--- src/rtl/mem_access_unit_pkg.sv ---
// Shared encodings for the memory-stage load/store engine: access sizes,
// word constants and the bus-handshake FSM states.
package mem_access_unit_pkg;

  localparam int WORD_WIDTH      = 32;
  localparam int MEM_SIZE_LENGTH = 2;

  localparam logic [WORD_WIDTH-1:0] ZERO_WORD = '0;

  localparam logic [MEM_SIZE_LENGTH-1:0] MEM_SIZE_B = 2'b00;
  localparam logic [MEM_SIZE_LENGTH-1:0] MEM_SIZE_H = 2'b01;
  localparam logic [MEM_SIZE_LENGTH-1:0] MEM_SIZE_W = 2'b10;

  typedef enum logic [1:0] {
    MAU_IDLE = 2'd0,
    MAU_REQ  = 2'd1,
    MAU_RESP = 2'd2,
    MAU_DONE = 2'd3
  } mau_state_e;

endpackage

--- src/rtl/mem_lane_align.sv ---
// Combinational byte-lane logic: store byte enables / replicated write data,
// misalignment detection, and load lane extraction with sign/zero extension.
module mem_lane_align
  import mem_access_unit_pkg::*;
(
  input  logic [MEM_SIZE_LENGTH-1:0] i_st_size,
  input  logic [1:0]                 i_st_off,
  input  logic [WORD_WIDTH-1:0]      i_st_wd,
  output logic [3:0]                 o_st_be,
  output logic [WORD_WIDTH-1:0]      o_st_wdata,
  output logic                       o_misalign,
  input  logic [MEM_SIZE_LENGTH-1:0] i_ld_size,
  input  logic                       i_ld_signed,
  input  logic [1:0]                 i_ld_off,
  input  logic [WORD_WIDTH-1:0]      i_ld_rdata,
  output logic [WORD_WIDTH-1:0]      o_ld_data
);

  logic [7:0]  w_byte;
  logic [15:0] w_half;

  // NOTE: every output gets a default before the case so no latch is inferred.
  always_comb begin
    o_st_be    = 4'b1111;
    o_st_wdata = i_st_wd;
    o_misalign = 1'b0;
    case (i_st_size)
      MEM_SIZE_B: begin
        o_st_be    = 4'b0001 << i_st_off;
        o_st_wdata = {4{i_st_wd[7:0]}};
      end
      MEM_SIZE_H: begin
        o_st_be    = i_st_off[1] ? 4'b1100 : 4'b0011;
        o_st_wdata = {2{i_st_wd[15:0]}};
        o_misalign = i_st_off[0];
      end
      default: o_misalign = (i_st_off != 2'b00);  // word, and 11 treated as word
    endcase
  end

  always_comb begin
    w_byte = i_ld_rdata[7:0];
    case (i_ld_off)
      2'd1:    w_byte = i_ld_rdata[15:8];
      2'd2:    w_byte = i_ld_rdata[23:16];
      2'd3:    w_byte = i_ld_rdata[31:24];
      default: w_byte = i_ld_rdata[7:0];
    endcase
    w_half = i_ld_off[1] ? i_ld_rdata[31:16] : i_ld_rdata[15:0];
    case (i_ld_size)
      MEM_SIZE_B: o_ld_data = {{24{i_ld_signed & w_byte[7]}}, w_byte};
      MEM_SIZE_H: o_ld_data = {{16{i_ld_signed & w_half[15]}}, w_half};
      default:    o_ld_data = i_ld_rdata;
    endcase
  end

endmodule

--- src/rtl/mem_access_unit.sv ---
// Memory-stage load/store engine: drives a req/gnt/rvalid data-memory bus,
// stalls the pipeline while a transaction is outstanding, and aligns load data.
module mem_access_unit
  import mem_access_unit_pkg::*;
#(
  parameter int ADDR_W = 32
) (
  input  logic                  clk,
  input  logic                  rst,
  input  logic                  memReadM,
  input  logic                  memWriteM,
  input  logic [1:0]            memSizeM,
  input  logic                  memSignedM,
  input  logic [31:0]           aluOutM,
  input  logic [31:0]           writeDataM,
  output logic [31:0]           readDataM,
  output logic                  stallM,
  output logic                  misalignM,
  output logic                  dmem_req,
  output logic                  dmem_we,
  output logic [ADDR_W-1:0]     dmem_addr,
  output logic [3:0]            dmem_be,
  output logic [31:0]           dmem_wdata,
  input  logic                  dmem_gnt,
  input  logic                  dmem_rvalid,
  input  logic [31:0]           dmem_rdata
);

  mau_state_e r_state, w_next;

  logic [MEM_SIZE_LENGTH-1:0] r_size;
  logic                       r_signed;
  logic [1:0]                 r_off;

  logic                  w_op;
  logic                  w_misalign;
  logic [3:0]            w_be;
  logic [WORD_WIDTH-1:0] w_wdata;
  logic [WORD_WIDTH-1:0] w_ld_data;

  assign w_op   = memReadM | memWriteM;
  assign stallM = w_op && (r_state != MAU_DONE);

  mem_lane_align u_align (
    .i_st_size   (memSizeM),
    .i_st_off    (aluOutM[1:0]),
    .i_st_wd     (writeDataM),
    .o_st_be     (w_be),
    .o_st_wdata  (w_wdata),
    .o_misalign  (w_misalign),
    .i_ld_size   (r_size),
    .i_ld_signed (r_signed),
    .i_ld_off    (r_off),
    .i_ld_rdata  (dmem_rdata),
    .o_ld_data   (w_ld_data)
  );

  always_comb begin
    w_next = r_state;
    case (r_state)
      MAU_IDLE: if (w_op) w_next = w_misalign ? MAU_DONE : MAU_REQ;
      MAU_REQ:  if (dmem_gnt) w_next = dmem_we ? MAU_DONE : MAU_RESP;
      MAU_RESP: if (dmem_rvalid) w_next = MAU_DONE;
      default:  w_next = MAU_IDLE;
    endcase
  end

  // NOTE: sequential state uses non-blocking assignments only.
  always_ff @(posedge clk or negedge rst) begin
    if (!rst) begin
      r_state    <= MAU_IDLE;
      r_size     <= MEM_SIZE_W;
      r_signed   <= 1'b0;
      r_off      <= 2'b00;
      readDataM  <= ZERO_WORD;
      misalignM  <= 1'b0;
      dmem_req   <= 1'b0;
      dmem_we    <= 1'b0;
      dmem_addr  <= '0;
      dmem_be    <= 4'b0000;
      dmem_wdata <= ZERO_WORD;
    end else begin
      r_state   <= w_next;
      misalignM <= 1'b0;
      case (r_state)
        MAU_IDLE: begin
          if (w_op && w_misalign) begin
            misalignM <= 1'b1;
            if (!memWriteM) readDataM <= ZERO_WORD;
          end else if (w_op) begin
            // The bus outputs double as the transaction latches and stay
            // frozen until the next accepted op.
            dmem_req   <= 1'b1;
            dmem_we    <= memWriteM;
            dmem_addr  <= {aluOutM[ADDR_W-1:2], 2'b00};
            dmem_be    <= w_be;
            dmem_wdata <= w_wdata;
            r_size     <= memSizeM;
            r_signed   <= memSignedM;
            r_off      <= aluOutM[1:0];
          end
        end
        MAU_REQ:  if (dmem_gnt) dmem_req <= 1'b0;
        MAU_RESP: if (dmem_rvalid) readDataM <= w_ld_data;
        default: ;
      endcase
    end
  end

endmodule

--- config.mk ---
export PLATFORM = sky130hd
export DESIGN_NAME = mem_access_unit
export DESIGN_NICKNAME = d
export VERILOG_FILES = /design/src/rtl/mem_access_unit_pkg.sv /design/src/rtl/mem_lane_align.sv /design/src/rtl/mem_access_unit.sv
export SDC_FILE = /design/constraint.sdc
export NUM_CORES = 1
export LEC_CHECK = 0
export ABC_AREA = 1
export BUFFER_PORTS_ARGS = -buffer_cell sky130_fd_sc_hd__buf_4
export CORE_ASPECT_RATIO = 0.5
export CORE_UTILIZATION = 50
export CTS_BUF_LIST = sky130_fd_sc_hd__clkbuf_4 sky130_fd_sc_hd__clkbuf_8
export CTS_CLUSTER_SIZE = 8
export DETAILED_ROUTE_END_ITERATION = 10
export PLACE_DENSITY = 0.92
export SLEW_MARGIN = 20
export SYNTH_ARGS = -nofsm -noshare
export SYNTH_HDL_FRONTEND = slang
export SYNTH_SLANG_ARGS = --single-unit
--- constraint.sdc ---
create_clock -name clk -period 2 [get_ports clk]
set_input_delay 0.2 -clock clk [delete_from_list [all_inputs] [get_ports clk]]
set_output_delay 0.2 -clock clk [all_outputs]
set_load 0.03 [all_outputs]
# After elaboration in Yosys (flattened, before gate mapping)
# Cells that the tools add are included.
dict set report word_totals {
  ff_bits 108
  in_bits 105
  output_inout_bits 104
  word_cells 65
}
dict set report classes {
  eq_ne 14
  shift 1
  mux 23
  n_bitwise 4
  reduce_logical 12
}
# operator count
set op_table {}
lappend op_table {{32-bit case mux with 2 select lines} 3}
lappend op_table {{32-bit 2-to-1 mux} 3}
lappend op_table {{8-bit case mux with 3 select lines} 1}
lappend op_table {{16-bit 2-to-1 mux} 1}
lappend op_table {{2-bit != test (second input constant)} 7}
lappend op_table {{2-bit by 1-bit == test with 1-bit output (second input constant)} 4}
lappend op_table {{2-bit 2-to-1 mux} 4}
lappend op_table {{4-bit case mux with 2 select lines} 1}
lappend op_table {{4-bit AND reduction} 2}
lappend op_table {{2-bit == test (second input constant)} 3}
lappend op_table {{2-bit zero test} 3}
lappend op_table {{1-bit 2-to-1 mux} 6}
lappend op_table {{2-bit case mux with 3 select lines} 1}
lappend op_table {{3-bit AND reduction} 2}
lappend op_table {{2-bit nonzero test} 3}
lappend op_table {{4-bit 2-to-1 mux} 1}
lappend op_table {{1-bit case mux with 2 select lines} 2}
lappend op_table {{1-bit by 2-bit << shifter with 4-bit output (first input constant)} 1}
lappend op_table {{1-bit AND} 2}
lappend op_table {{1-bit logical AND} 2}
lappend op_table {{1-bit inverter} 1}
lappend op_table {{1-bit bitwise OR} 1}

# Depth between registers and ports, before layout
# Gate-level depths: netlist of the first run.
dict set report depth {
  word_depth 6
  depth_mapped 10
  mapped_depth_nobuf 9
}

# Cells and area by module
# Synthesis of the first run repeated with hierarchy kept, for this count alone.
dict set report unflattened {
  cells_unflattened 768
  area_unflattened_um2 5556.6
}
# mod instances cells_per_inst area_per_inst_um2 seq_area_each_um2
set modules_own_cells {}
lappend modules_own_cells {mem_access_unit 1 492 4302.9 2703.8}
lappend modules_own_cells {mem_lane_align 1 276 1253.7 0.0}

# Least setup slack after synthesis of the first run
# No wires, ideal clock.
dict set report synth_path {
  path_type {flip-flop to flip-flop}
  startpoint {register r_state[0]}
  endpoint {register readDataM[7]}
  setup_ns 0.117
  arrival_time_ns 1.499
  path_slack_ns 0.384
  stages_incl_launch_ff 10
  n_path_buf 1
  cell_sequence {dfrtp_1 > inv_1 > ha_1 > inv_1 > a21oi_1 > nor2_1 > nand2_1 > buf_4 > nand2_1 > nand2_1}
}
dict set report synth_between {
  elab_chain_len 3
  elab_cells_between_ends 8
  classes_between {eq/ne (4); mux (1); reduce/logical (3)}
}
# element line_no
set synth_rtl {}
lappend synth_rtl {{start, declared} mem_access_unit.sv:29} ;# mau_state_e r_state, w_next;
lappend synth_rtl {{start signal, assigned} mem_access_unit.sv:83} ;# r_state <= w_next;
lappend synth_rtl {{2-bit == test / 2-bit zero test (equally long branches)} mem_access_unit.sv:85} ;# case (r_state)
lappend synth_rtl {{2-bit != test (no source line) / 2-bit nonzero test (equally long branches)} --}
lappend synth_rtl {{4-bit AND reduction (no source line)} --}
lappend synth_rtl {{end signal, assigned} mem_access_unit.sv:104} ;# MAU_RESP: if (dmem_rvalid) readDataM <= w_ld_data;
lappend synth_rtl {{end, declared} mem_access_unit.sv:16} ;# output logic [31:0] readDataM,
# Parallel ways exist; a longest one is shown, timed or not.
# A chain may end at the register's enable or synchronous reset.

# Worst setup path after layout of the first run
dict set report layout_path {
  startpoint {register r_state[1]}
  endpoint {register dmem_be[0]}
}
dict set report layout_between {
  elab_chain_len 2
}
# element line_no
set layout_rtl {}
lappend layout_rtl {{2-bit zero test} mem_access_unit.sv:85}
lappend layout_rtl {{3-bit AND reduction (no source line)} --}
lappend layout_rtl {{end signal, assigned} mem_access_unit.sv:96} ;# dmem_be <= w_be;
lappend layout_rtl {{end, declared} mem_access_unit.sv:22} ;# output logic [3:0] dmem_be,
# No other way between the ends.

==> results of run 1 <==
==> state kept, by name (all words and copies together) (netlist names) <==
register / flops
dmem_we: 1
dmem_addr: 30
dmem_req: 1
dmem_be: 4
readDataM: 32
misalignM: 1
r_signed: 1
r_size: 2
dmem_wdata: 32
r_off: 2
r_state: 2
==> cell usage after synthesis (all sizes together) <==
library cell  instances
dfstp                 1
conb                  1
o211ai                3
a22oi                 2
nor2                 87
nand2               283
or2                   6
dfrtp               107
o21ai                55
o21bai                1
and2                  1
nand3                26
buf                  30
a21oi                26
inv                  44
o22ai                 1
a31oi                 6
ha                    5
clkbuf                4
==> area by class of cell <==
cell class | instances | area [sq um] | area share (%)
Inverter | 44 | 168 | 2.34
Multi-Input combinational cell | 504 | 2200 | 30.6
Timing Repair Buffer | 224 | 1730 | 24.1
Clock buffer | 9 | 124 | 1.73
Sequential cell | 108 | 2700 | 37.7
Clock inverter | 7 | 77.6 | 1.08
Tap cell | 140 | 175 | 2.44
==> metal layers <==
| metal | global-route usage (%) | vias to the layer above | part of all wire (%) |
|---|---|---|---|
| met4 | 7.22 | 0 | 1.8 |
| met5 | 0 | - | 0 |
| li1 | - | 2542 | - |
| met2 | 47.2 | 203 | 50 |
| met3 | 5.70 | 36 | 6.4 |
| met1 | 34.1 | 2465 | 42 |
==> critical path, stage by stage (launching register included) <==
cell	delay, ns
dfrtp_1	0.44
inv_1	0.12
ha_2	0.24
inv_1	0.11
nor2_2	0.19
nand2_4	0.09
inv_2	0.20
buf_12	0.19
nor2_1	0.06
a31oi_1	0.14
==> power groups by stage <==
stage          registers, mW  logic [mW]  clock network [mW]
2_1_floorplan           5.31        2.53                   0
3_3_place_gp            3.69        6.09                   0
3_5_place_dp            3.72        6.28                   0
4_1_cts                 3.70        6.28                1.37
5_1_grt                 3.81        6.88                1.46
6_report                3.70        6.37                1.34
==> per-stage QoR <==
| step | util, % | setup TNS [ns] | total power [mW] |
|---|---|---|---|
| after floorplan | - | 0 | 7.84 |
| after global placement | 67.2 | 0 | 9.78 |
| after detailed placement | 67.2 | 0 | 10.0 |
| after CTS | 69.2 | 0 | 11.4 |
| after global routing | 69.8 | -0.0116 | 12.2 |
| final | 69.8 | 0 | 11.4 |
==> logic make-up after synthesis <==
kind of cell    synth area share [%]
simple gates                    30.6
other cells                   0.0706
flops                           50.9
buf+inv                         7.87
compound gates                  9.38
fa+ha+maj                       1.18
==> what timing repair did <==
| item | in CTS | in global routing |
|---|---|---|
| setup buffers | 0 | 5 |
| hold buffers | 1 | 1 |
| hold endpoints to repair | 24 | 1 |
| setup endpoints to repair | 0 | 48 |
| resized for setup | 0 | 3 |
==> path summary, 6_finish.rpt <==
check                                     end  slack (ns)          from  depth (start not counted)
worst max register to register     dmem_be[0]        0.13    r_state[1]                          9
worst min-delay path             dmem_addr[2]        0.02    aluOutM[2]                          3
max in group asynchronous       dmem_addr[27]        0.98           rst                          3
worst max-delay path               dmem_be[0]        0.13    r_state[1]                          9
min in group asynchronous       readDataM[27]        0.27           rst                          2
worst min register to register   dmem_addr[5]        0.49  dmem_addr[5]                          2
==> results.md, run 1 <==
- Non-filler cells, final: ~1000
- Commonest non-fill, non-tap cell in the layout: nand2_1
- Crit start category: flop
- Switching share of power: a little under half
- Final hold violations: 0
- Type of the worst min-delay path: primary input to flop
- Drt wl/cell: 14.3 um
- Critical Path AT: roughly 2.2 ns
- # rows: 26
- # diodes: 0
- Fin crit period: 1.87 ns
- Worst setup path class: flop to flop
- Critical path required time: roughly 2.3 ns
- Vias per cell: 5.06
- Yosys reg bits: 108
- I/O pin total: ~210
- Drt pass-1 iters: 5
- Leak: a little over 4 nW
- Nature of the critical path endpoint: flop
- Max-Cap Viols: 0
- TritonCTS clock tree: built
- DRC: 0
- Cell Int Power: 5.94 mW
- Cell taking the most area after synthesis: dfrtp_1
- Max IR drop VDD: 0.764 mV
- Worst-skew pair later-pin latency: between 0.3 and 0.4 ns
- Reg power frac: 32.4%
- Critical path fanouts, max: 21
- Cells after DPL: 1013
- Status: finished clean
- Gate Count Post-Synth: around 700
- Global-route wire length before repair: 22.8 mm
- NumNets Final: 1001
- Fin area: between 0.007 and 0.008 sq mm
- Sw Pwr: between 5 and 6 mW
- RD Place Congestion: 0.870
- Die area: 0.0111 sq mm
- Max clock buf depth: 2
- FILL cells: 851
- Syn Std Cell Area: 0.00531 sq mm
- Remaining antenna violation count after routing: 0
- Layout Skew: 0.00723 ns
- Pin count of the biggest net entering global routing: between 60 and 70
- Pre-CTS WS: 0.0908 ns
- PwrDens: 1590 mW/mm^2
- Routed vias: 5246
- Largest cells by area after synthesis: dfrtp_1, nand2_1, nor2_1
- Comb pwr share: 55.8%
- Inserted Clock Buffers: 9
- Fin crit share: 93.5%
- Area share of the largest cell type after synthesis: between 50% and 60%
- Total GRT Usage: a little over a quarter
- IO Port Bufs: 206
- Register area share after synthesis: 50.9%
- Reg clk slew, reported paths: 0.10 ns
- Yosys warning count: 0
- Most frequent cells in the layout: nand2_1, buf_4, dfrtp_1
- Initial antenna violation count: 0
- Aggregate global routing overflow: 0
- Worst hold slack: 0.0167 ns
- P&R area growth vs syn: 35.1%
- Placed cell area: 0.00691 sq mm
- Finish-stage setup viols: 0
- Final setup margin: 0.129 ns
- Initial Util: 51.7%
- Final Max Slew Viols: 0
- DIE WIDTH: 148 um
- Final wirelength: 14.8 mm
- Detail Placement HPWL: roughly 11 mm
- Max frequency: 535 MHz
- Unique cell type count in the Yosys netlist: 31
- Die height: 74.9 um
- Syn_area_per_cell: roughly 7.7 sq um
- DR iter-0 viols: 332
- Layout cells sized above 1: 28.8%
- Clock power frac: between 10% and 20%
- Core area: a little over 0.01 sq mm
- Clk root buf: clkbuf_8
- Vias in the first global route: 4781
- Num Clock Sinks: roughly 110
- H-tree levels: 3
Power figures use the tool's default switching activity.
==> run 2, diff against run 1 <==
--- a/config.mk
+++ b/config.mk
@@ -13,6 +13,8 @@
 export CTS_CLUSTER_SIZE = 8
 export DETAILED_ROUTE_END_ITERATION = 10
 export PLACE_DENSITY = 0.92
+export RECOVER_POWER = 25
+export REMOVE_ABC_BUFFERS = 1
 export SLEW_MARGIN = 20
 export SYNTH_ARGS = -nofsm -noshare
 export SYNTH_HDL_FRONTEND = slang
==> results.md, run 2 (synthesis gave the netlist of run 1 again) <==
- Status: finished clean (unchanged)
- Slew HR: 21.2%
- Worst-skew pair later-pin latency: 0.37 ns (about the same)
- Worst path max stage delay: 0.43 ns (was 0.44 ns)
- Core area: 0.0103 sq mm (unchanged)
- Initial antenna violation count: 0 (unchanged)
- Critical path required time: 2.31 ns (was 2.30 ns)
- Switching share of power: 47.6% (was 48.0%)
- Largest regs: dmem_wdata (32), readDataM (32), dmem_addr (30) (unchanged)
- Placed cell area: 0.00694 sq mm (was 0.00691 sq mm)
- Fin crit period: 1.87 ns (about the same)
- Worst Reg-to-Reg Cells: 9 (unchanged)
- Global-route wire length before repair: 24.1 mm (was 22.8 mm)
- Nature of the critical path endpoint: flop (unchanged)
- Worst hold path endpoint: dmem_addr[30] (was dmem_addr[2])
- DIE WIDTH: 148 um (unchanged)
- P&R area growth vs syn: 36.6% (was 35.1%)
- Inserted Clock Buffers: 9 (unchanged)
- Worst Min Path Start: aluOutM[30] (was aluOutM[2])
- # diodes: 0 (unchanged)
- Num Clock Sinks: 108 (unchanged)
- H-tree levels: 3 (unchanged)
- Fin crit share: 93.5% (about the same)
- RD Place Congestion: 0.926 (was 0.870)
- Worst flop-to-flop path startpoint: r_state[0] (was r_state[1])
- Pin count of the biggest net entering global routing: 64 (was 61)
- Comb pwr share: 55.1% (was 55.8%)
- DR iter-0 viols: 277 (was 332)
- Most frequent cells in the layout: nand2_1, buf_4, dfrtp_1 (unchanged)
- Reg power frac: 32.2% (was 32.4%)
- Final hold violations: 0 (unchanged)
- Cell Int Power: 6.05 mW (was 5.94 mW)
- Max IR drop VDD: 0.843 mV (was 0.764 mV)
- Crit-path slowest cell: dfrtp_1 (unchanged)
- Max frequency: 535 MHz (about the same)
- Total GRT Usage: 28.0% (was 26.7%)
- Die area: 0.0111 sq mm (unchanged)
- Detail Placement HPWL: 11.0 mm (about the same)
- Sw Pwr: 5.49 mW (was 5.48 mW)
- Aggregate global routing overflow: 0 (unchanged)
- Drt pass-1 iters: 5 (unchanged)
- CP cell instances: inv_1, ha_1, inv_1, nor2_2, nand2_4, inv_2, buf_4, nand2_1, nand2_1 (was inv_1, ha_2, inv_1, nor2_2, nand2_4, inv_2, buf_12, nor2_1, a31oi_1)
- Final wirelength: 15.4 mm (was 14.8 mm)
- Clock power frac: 12.7% (was 11.7%)
- Crit start category: flop (unchanged)
- Type of the worst min-delay path: primary input to flop (unchanged)
- Critical path fanouts, max: 29 (was 21)
- Leak: 4.08 nW (was 4.04 nW)
- Worst path buffer plus inverter count: 4 (unchanged)
- PwrDens: 1590 mW/mm^2 (about the same)
- Routed vias: 5402 (was 5246)
- Pwr Total: 11.5 mW (was 11.4 mW)
- Setup TNS Final: 0 ns (unchanged)
- IO Port Bufs: 206 (unchanged)
- Worst-Margin Slew: 1.18 ns
- Drt wl/cell: 14.7 um (was 14.3 um)
- Post-CTS setup buffer count: 0 (unchanged)
- Reg clk slew, reported paths: 0.10 ns (about the same)
- Vias per cell: 5.17 (was 5.06)
- Fin area: 0.00726 sq mm (was 0.00718 sq mm)
- Layout Skew: 0.00919 ns (was 0.00723 ns)
- NumNets Final: 1009 (was 1001)
- R2R Setup Slk: 0.13 ns (about the same)
- Max clock buf depth: 2 (unchanged)
- RSZ-0062 raised after global routing: yes
- Initial Util: 51.7% (unchanged)
- DRC: 0 (unchanged)
- Die height: 74.9 um (unchanged)
- CP top delay family: buffers and inverters (unchanged)
- TritonCTS clock tree: built (unchanged)
- # rows: 26 (unchanged)
- Worst setup path class: flop to flop (unchanged)
- Critical Path AT: 2.18 ns (was 2.17 ns)
- Vias in the first global route: 5004 (was 4781)
- Reg-to-reg endpoint: dmem_addr[16] (was dmem_be[0])
- Remaining antenna violation count after routing: 0 (unchanged)
- Max-Cap Viols: 0 (unchanged)
- Layout cells sized above 1: 28.3% (was 28.8%)
- Commonest non-fill, non-tap cell in the layout: nand2_1 (unchanged)
- Hold Path Depth: 3 (unchanged)
- Final Max Slew Viols: 0 (unchanged)
- Final core occ: 70.6% (was 69.8%)
- I/O pin total: 209 (unchanged)
- Clk root buf: clkbuf_8 (unchanged)
- Finish-stage setup viols: 0 (unchanged)
## run 2: worst min-delay path: cells and delay by family
family / cells / cell delay (ns)
buf+inv: 1 / 0.08
simple gates: 2 / 0.09
## run 2: how the worst max path moves through the flow
stage / end / slack, ns / start / cells past startpoint
after floorplan: dmem_be[2] / -0.31 / r_state[0] / 8
after global placement: readDataM[5] / 0.27 / r_state[0] / 9
after detailed placement: dmem_wdata[30] / 0.17 / r_state[1] / 9
after CTS: dmem_wdata[30] / 0.14 / r_state[0] / 9
after global routing: readDataM[3] / -0.02 / r_state[0] / 9
final: dmem_addr[16] / 0.13 / r_state[0] / 9
## run 2: power by group through the flow
stage | Sequential (mW) | Clock, mW | Combinational, mW
after floorplan | 5.35 | 0 | 2.15
after CTS | 3.70 | 1.50 | 6.34
final | 3.71 | 1.47 | 6.35
after detailed placement | 3.72 | 0 | 6.30
after global routing | 3.82 | 1.60 | 6.87
after global placement | 3.69 | 0 | 6.13
## run 2: cell type report
type / count / area, sq um
fillers: 802 / 3020
flip-flops and latches: 108 / 2700
multi-input cells: 504 / 2190
repair buffers: 232 / 1800
well taps: 140 / 175
inverters: 44 / 168
clock buffers: 10 / 131
clock inverters: 6 / 88.8
## run 2: timing repair
action                                  in CTS  in global routing
hold endpoints to repair                    53                  0
resized for setup                            0                  1
hold buffers                                11                  0
endpoints found under the setup margin       0                  6
## run 2: per-layer routing
layer  routed length [um]  vias to the layer above  global-route usage [%]  part of all wire [%]
met3                 1060                       33                    5.52                   6.9
met4                  339                        0                    9.62                   2.2
li1                     -                     2553                       -                     -
met2                 7890                      241                    51.6                    51
met5                    0                        -                       0                     0
met1                 6070                     2575                    33.9                    40
## run 2: through the flow
stage / cells / hold slack (ns) / worst slack (ns)
floorplan: 656 / -0.0956 / -0.314
CTS: 1044 / 0.00123 / 0.135
global placement: 1017 / 0.246 / 0.272
global route: 1044 / 0.00490 / -0.0213
detailed placement: 1017 / 0.253 / 0.166
finish: 1044 / 0.0206 / 0.131
